<file path="src/rtl/sniffer_pkg.sv">
// Shared definitions for the sniffer datapath: ASCII constants,
// character classes and the number tokenizer state encoding.
package sniffer_pkg;

  localparam logic [7:0] CH_0     = 8'h30;
  localparam logic [7:0] CH_9     = 8'h39;
  localparam logic [7:0] CH_SP    = 8'h20;
  localparam logic [7:0] CH_TAB   = 8'h09;
  localparam logic [7:0] CH_LF    = 8'h0A;
  localparam logic [7:0] CH_CR    = 8'h0D;
  localparam logic [7:0] CH_COMMA = 8'h2C;
  localparam logic [7:0] CH_MINUS = 8'h2D;

  typedef enum logic [1:0] {
    CC_DIGIT,
    CC_DELIM,
    CC_MINUS,
    CC_OTHER
  } char_class_t;

  typedef enum logic [1:0] {
    IDLE,
    SIGN,
    ACCUM,
    EMIT
  } tok_state_t;

endpackage

</file>
<file path="src/rtl/char_classifier.sv">
// Combinational ASCII classifier: digit / delimiter / minus / other,
// plus the binary value of a decimal digit (only meaningful for CC_DIGIT).
module char_classifier
  import sniffer_pkg::*;
#(
  parameter bit NEG_EN = 1'b1
) (
  input  logic [7:0]  in_char,
  output char_class_t char_class,
  output logic [3:0]  digit
);

  // Map one character to its class; '-' is a sign only when NEG_EN is set.
  always_comb begin
    digit      = in_char[3:0];
    char_class = CC_OTHER;
    if (in_char >= CH_0 && in_char <= CH_9) begin
      char_class = CC_DIGIT;
    end else if (in_char == CH_SP || in_char == CH_TAB || in_char == CH_LF ||
                 in_char == CH_CR || in_char == CH_COMMA) begin
      char_class = CC_DELIM;
    end else if (in_char == CH_MINUS) begin
      char_class = NEG_EN ? CC_MINUS : CC_DELIM;
    end
  end

endmodule

</file>
<file path="src/rtl/number_tokenizer.sv">
// Byte-stream number tokenizer: accumulates runs of decimal digits
// (optionally '-' prefixed) into a saturating magnitude and emits one
// token per terminated number.
//
// Handshakes: a character moves when in_valid & in_ready at a clk edge; a
// token moves when out_valid & out_ready at a clk edge. in_ready depends on
// the state only (low only while a token waits in EMIT), so out_ready never
// reaches in_ready combinationally, and output fields hold steady while
// out_valid & !out_ready.
module number_tokenizer
  import sniffer_pkg::*;
#(
  parameter int VALUE_W = 32,
  parameter int DIG_W   = 4,
  parameter int ERR_W   = 8,
  parameter bit NEG_EN  = 1'b1
) (
  input  logic               clk,
  input  logic               rst_n,
  input  logic               in_valid,
  output logic               in_ready,
  input  logic [7:0]         in_char,
  output logic               out_valid,
  input  logic               out_ready,
  output logic [VALUE_W-1:0] out_value,
  output logic               out_negative,
  output logic               out_overflow,
  output logic [DIG_W-1:0]   out_digits,
  output logic [ERR_W-1:0]   err_count,
  output tok_state_t         dbg_state
);

  tok_state_t          state, state_next;
  char_class_t         cls;
  logic [3:0]          digit;
  logic                accept;
  logic [VALUE_W-1:0]  acc;
  logic [DIG_W-1:0]    digits;
  logic                neg, ovf, pend_sign;
  logic [VALUE_W+3:0]  acc_ext, acc_mul;
  logic                acc_sat;
  logic                start_tok, start_neg, do_accum, do_emit;
  logic                err_inc, set_pend, clr_pend;

  char_classifier #(.NEG_EN(NEG_EN)) u_cls (
    .in_char    (in_char),
    .char_class (cls),
    .digit      (digit)
  );

  assign accept    = in_valid & in_ready;
  assign in_ready  = (state != EMIT);
  assign out_valid = (state == EMIT);
  assign dbg_state = state;

  // acc*10 + d with 4 guard bits; any guard bit or an earlier overflow saturates.
  assign acc_ext = {4'b0000, acc};
  assign acc_mul = (acc_ext << 3) + (acc_ext << 1) + {{VALUE_W{1'b0}}, digit};
  assign acc_sat = (|acc_mul[VALUE_W+3:VALUE_W]) | ovf;

  // State register.
  always_ff @(posedge clk or negedge rst_n) begin
    if (!rst_n) state <= IDLE;
    else        state <= state_next;
  end

  // Next-state decode and datapath control strobes.
  always_comb begin
    state_next = state;
    start_tok  = 1'b0;
    start_neg  = 1'b0;
    do_accum   = 1'b0;
    do_emit    = 1'b0;
    err_inc    = 1'b0;
    set_pend   = 1'b0;
    clr_pend   = 1'b0;
    case (state)
      IDLE: if (accept) begin
        if (cls == CC_DIGIT) begin
          start_tok  = 1'b1;
          state_next = ACCUM;
        end else if (cls == CC_MINUS) begin
          state_next = SIGN;
        end
      end
      SIGN: if (accept) begin
        case (cls)
          CC_DIGIT: begin
            start_tok  = 1'b1;
            start_neg  = 1'b1;
            state_next = ACCUM;
          end
          CC_DELIM: state_next = IDLE;
          CC_OTHER: begin
            err_inc    = 1'b1;
            state_next = IDLE;
          end
          default: state_next = SIGN;
        endcase
      end
      ACCUM: if (accept) begin
        case (cls)
          CC_DIGIT: do_accum = 1'b1;
          CC_DELIM: begin
            do_emit    = 1'b1;
            state_next = EMIT;
          end
          CC_MINUS: begin
            do_emit    = 1'b1;
            set_pend   = 1'b1;
            state_next = EMIT;
          end
          default: begin
            err_inc    = 1'b1;
            state_next = IDLE;
          end
        endcase
      end
      default: if (out_ready) begin
        clr_pend   = 1'b1;
        state_next = pend_sign ? SIGN : IDLE;
      end
    endcase
  end

  // Accumulator, output registers, pending sign and error counter.
  always_ff @(posedge clk or negedge rst_n) begin
    if (!rst_n) begin
      acc          <= '0;
      digits       <= '0;
      neg          <= 1'b0;
      ovf          <= 1'b0;
      pend_sign    <= 1'b0;
      out_value    <= '0;
      out_negative <= 1'b0;
      out_overflow <= 1'b0;
      out_digits   <= '0;
      err_count    <= '0;
    end else begin
      if (start_tok) begin
        acc    <= {{(VALUE_W-4){1'b0}}, digit};
        digits <= DIG_W'(1);
        neg    <= start_neg;
        ovf    <= 1'b0;
      end
      if (do_accum) begin
        if (acc_sat) begin
          acc <= '1;
          ovf <= 1'b1;
        end else begin
          acc <= acc_mul[VALUE_W-1:0];
        end
        if (digits != '1) digits <= digits + DIG_W'(1);
      end
      if (do_emit) begin
        out_value    <= acc;
        out_negative <= neg;
        out_overflow <= ovf;
        out_digits   <= digits;
      end
      if (set_pend)      pend_sign <= 1'b1;
      else if (clr_pend) pend_sign <= 1'b0;
      if (err_inc && err_count != '1) err_count <= err_count + ERR_W'(1);
    end
  end

endmodule

</file>
<file path="config.mk">
export PLATFORM = sky130hd
export DESIGN_NAME = number_tokenizer
export DESIGN_NICKNAME = d
export VERILOG_FILES = /design/src/rtl/sniffer_pkg.sv /design/src/rtl/char_classifier.sv /design/src/rtl/number_tokenizer.sv
export SDC_FILE = /design/constraint.sdc
export NUM_CORES = 1
export LEC_CHECK = 0
export ABC_AREA = 1
export CAP_MARGIN = 20
export CORE_ASPECT_RATIO = 1.2
export CORE_MARGIN = 2
export CORE_UTILIZATION = 53
export CTS_CLUSTER_DIAMETER = 150
export DETAILED_ROUTE_END_ITERATION = 10
export PLACE_DENSITY_LB_ADDON = 0.15
export SETUP_SLACK_MARGIN = 0.15
export SYNTH_ARGS = -nofsm -noshare
export SYNTH_HDL_FRONTEND = slang
export SYNTH_HIERARCHICAL = 1
export SYNTH_SLANG_ARGS = --single-unit
export TNS_END_PERCENT = 10
</file>
<file path="constraint.sdc">
create_clock -name clk -period 2.74 [get_ports clk]
set_clock_uncertainty 0.1 [all_clocks]
set_input_delay 0.274 -clock clk [delete_from_list [all_inputs] [get_ports clk]]
set_output_delay 0.274 -clock clk [all_outputs]
set_load 0.01 [all_outputs]
</file>
==> results.json <==
{
  "vdd_drop_max_mv": 0.420,
  "ys_ff_latch": 87,
  "netlist_instances": 869,
  "grt_use_total_pct": 26.2,
  "cts_buffers": 9,
  "synthTopCellsByCount": "nand2_1, inv_1, dfrtp_1, ha_1, nor2_1",
  "grt_max_degree": 52,
  "area_delta_synth_final_pct": 29.4,
  "layoutNonFillerInstCount": 1183,
  "synth-simple-area-share_pct": 29.6,
  "crit_path_end": "acc[9]",
  "path_delay_family": "simple AND/OR/NAND/NOR gates",
  "period_minus_slack_ns": 2.80,
  "grt_pass1_vias": 6037,
  "dpl_worst_slack_ns": -0.408,
  "maxCapViolCount": 0,
  "setup_slack_ns": -0.0632,
  "async_flop_share_pct": 100,
  "clkLatencyLatePin_ns": 0.36,
  "synth_top_area_share_pct": 32.4,
  "synth_cell_types": 43,
  "ios": 62,
  "worst_pin_slew_ns": 0.671,
  "setup_violations": 29,
  "yosys.area.top_type": "dfrtp_1",
  "syn_area_um2": 6710,
  "overflow": 0,
  "setup.worst_path.end_class": "register",
  "combPwrFrac_pct": 14.5,
  "diodes": 0,
  "reg2reg_depth": 18,
  "drt_iter0_drc": 212,
  "critPathLaunch": "acc[0]",
  "finalHoldViolCount": 0,
  "slowest_stage": "fa_1",
  "routedWlPerCell_um": 14.4,
  "slowest_delay_ns": 0.59,
  "ctsRootBufferMaster": "clkbuf_16",
  "p_seq_share_pct": 45.8,
  "worstReg2RegEnd": "acc[9]",
  "grt_antenna_before_repair": 0,
  "total_power_mw": 3.07,
  "via_count": 6119,
  "timing.rr.start": "acc[0]",
  "path_cells": "fa_1 -> inv_2 -> fa_2 -> inv_2 -> nand2_4 -> nand2_4 -> nand3_2 -> nand2_2 -> nand2_2 -> nand2_2 -> nand2_2 -> nand3_2 -> nand2_4 -> nor2_8 -> nand2_4 -> nand2_8 -> buf_12 -> nand3_1",
  "detailed_place.area_um2": 8150,
  "power_frac_clock_pct": 39.7,
  "nNetsFinal": 1102,
  "cts.sinks": 87,
  "synth_top_family_by_area": "simple AND/OR/NAND/NOR gates",
  "start_util_pct": 53.7,
  "rrSetupSlack_ns": -0.06,
  "clockBufferDepth": 2,
  "hold_path_class": "register to register",
  "p_leak_nw": 4.97,
  "crit_path_max_fanout": 7,
  "period_share_pct": 102,
  "synthFlopType": "dfrtp_1",
  "dp_cells": 1162,
  "hpwl_mm": 13.0,
  "die_x_um": 107,
  "num_rows": 45,
  "antenna_left": 0,
  "drc": 0,
  "synthTopCellsByArea": "dfrtp_1, nand2_1, ha_1",
  "die-area_um2": 13600,
  "cts_tree": "built",
  "design_area_um2": 8680,
  "clk_pin_slew_worst_paths_ns": 0.07,
  "ys.warnings.count": 6,
  "violations": "setup timing",
  "layout-drive-gt1-share_pct": 24.3,
  "fin_util_pct": 69.5,
  "gp_congestion": 0.944,
  "worst-path-buf-inv": 3,
  "holdCritStartpoint": "out_digits[1]",
  "io_buffer_count": 61,
  "max-slew-margin-rel_pct": 55.3,
  "p_per_area_nw_per_um2": 354,
  "p_sw_mw": 0.858,
  "maxSlewViolCount": 0,
  "path_class": "register to register",
  "synth_fp_nets": 957,
  "die_h_um": 127,
  "switching_share_pct": 28.0,
  "synth_xor_area_share_pct": 3.00,
  "cp_data_arrival_time_ns": 2.94,
  "crit_cells": 18,
  "synth_edf_count": 0,
  "syn_area_per_cell_um2": 7.72,
  "firstDrtPassIters": 5,
  "fmax_mhz": 357,
  "coreArea_um2": 12500,
  "synth_mux_area_share_pct": 5.03,
  "synth_adder_area_share_pct": 14.4,
  "synthMostInstantiatedCell": "nand2_1",
  "rsz0062_at_grt": "yes",
  "grt_first_pass_wirelength_mm": 28.3,
  "startpoint_type": "register",
  "p_int_mw": 2.21,
  "cp_data_required_time_ns": 2.87,
  "viasPerCell": 5.17,
  "ys_seq_area_share_pct": 32.4,
  "h-tree-depth": 3,
  "synth_compound_area_share_pct": 7.25,
  "status": "finished with violations",
  "detail_route.wirelength_mm": 17.1
}
==> layer usage <==
metal | up-vias | track usage [%] | wire length [um]
li1 | 3083 | - | -
met1 | 2869 | 32.9 | 7450
met2 | 126 | 45.2 | 8520
met3 | 41 | 3.67 | 629
met4 | 0 | 10.7 | 493
met5 | - | 0 | 0
==> what timing repair did <==
| action | in CTS | in global routing |
|---|---|---|
| setup buffers | 1 | 2 |
| pin swaps | 6 | 4 |
| gates resized for setup | 13 | 27 |
| endpoints found under the hold margin | 50 | 0 |
| setup endpoints to repair | 33 | 40 |
| hold buffers | 1 | 0 |
| gates cloned | 1 | 0 |
==> cells by family (layout without fill, tap and decap cells) <==
logic type | after synthesis | in the layout
adders and majority gates | 76 | 76
AOI/OAI and AO/OA | 84 | 84
buffers and inverters | 133 | 283
and+or+nand+nor | 436 | 436
muxes | 30 | 30
DFF | 87 | 87
xor gates and xnor gates | 23 | 23
==> flip-flops by register name, indices dropped and copies added (netlist names) <==
signal	cells
acc	32
out_value	32
err_count	8
digits	4
out_digits	4
dbg_state	2
neg	1
out_negative	1
out_overflow	1
ovf	1
pend_sign	1
==> through the flow <==
stage	hold WS, ns	setup TNS [ns]
floorplan	-0.122	0
global placement	0.246	-9.97
detailed placement	0.253	-12.40
CTS	0.394	-1.35
global route	0.415	-6.32
finish	0.392	-1.27
==> placed cells by master (no fill, tap or decap), types with 24 or more instances in the layout <==
master / netlist / layout
a21oi_1: 37 / 33
buf_4: 4 / 81
clkdlybuf4s50_1: 0 / 60
dfrtp_1: 87 / 85
ha_1: 74 / 64
inv_1: 104 / 102
mux2_2: 30 / 30
nand2_1: 259 / 248
nand2_2: 22 / 28
nand3_1: 49 / 45
nor2_1: 56 / 55
o21ai_0: 25 / 24
==> worst reg2reg max path: stages, from the launching register on <==
cell,delay [ns]
dfrtp_1,0.41
fa_1,0.59
inv_2,0.05
fa_2,0.33
inv_2,0.09
nand2_4,0.06
nand2_4,0.08
nand3_2,0.07
nand2_2,0.08
nand2_2,0.06
nand2_2,0.09
nand2_2,0.06
nand3_2,0.09
nand2_4,0.07
nor2_8,0.09
nand2_4,0.07
nand2_8,0.10
buf_12,0.14
nand3_1,0.07
==> power by group through the flow <==
stage | Sequential [mW] | Combinational (mW) | Clock [mW]
floorplan | 1.44 | 0.212 | 0
global placement | 1.43 | 0.428 | 0
detailed placement | 1.43 | 0.437 | 0
CTS | 1.41 | 0.442 | 1.24
global route | 1.41 | 0.503 | 1.31
finish | 1.41 | 0.446 | 1.22
==> cell type report <==
cell class                 count  area, um^2
multi-input combinational    649        4170
timing repair buffer         151        1400
sequential                    87        2180
fill                        1076        3820
tap                          164         205
inverter                     116         435
clock inverter                 6        50.0
clock buffer                  10         239
==> worst min path at each step <==
stage                     to  slack (ns)  cells after the start
6_report       out_digits[1]        0.39                      2
5_1_grt         out_value[2]        0.41                      1
4_1_cts            pend_sign        0.39                      1
3_5_place_dp   out_value[11]        0.25                      1
3_3_place_gp   out_value[12]        0.25                      1
2_1_floorplan         acc[0]       -0.12                      0
No activity file was read; power rests on OpenSTA's default activity.
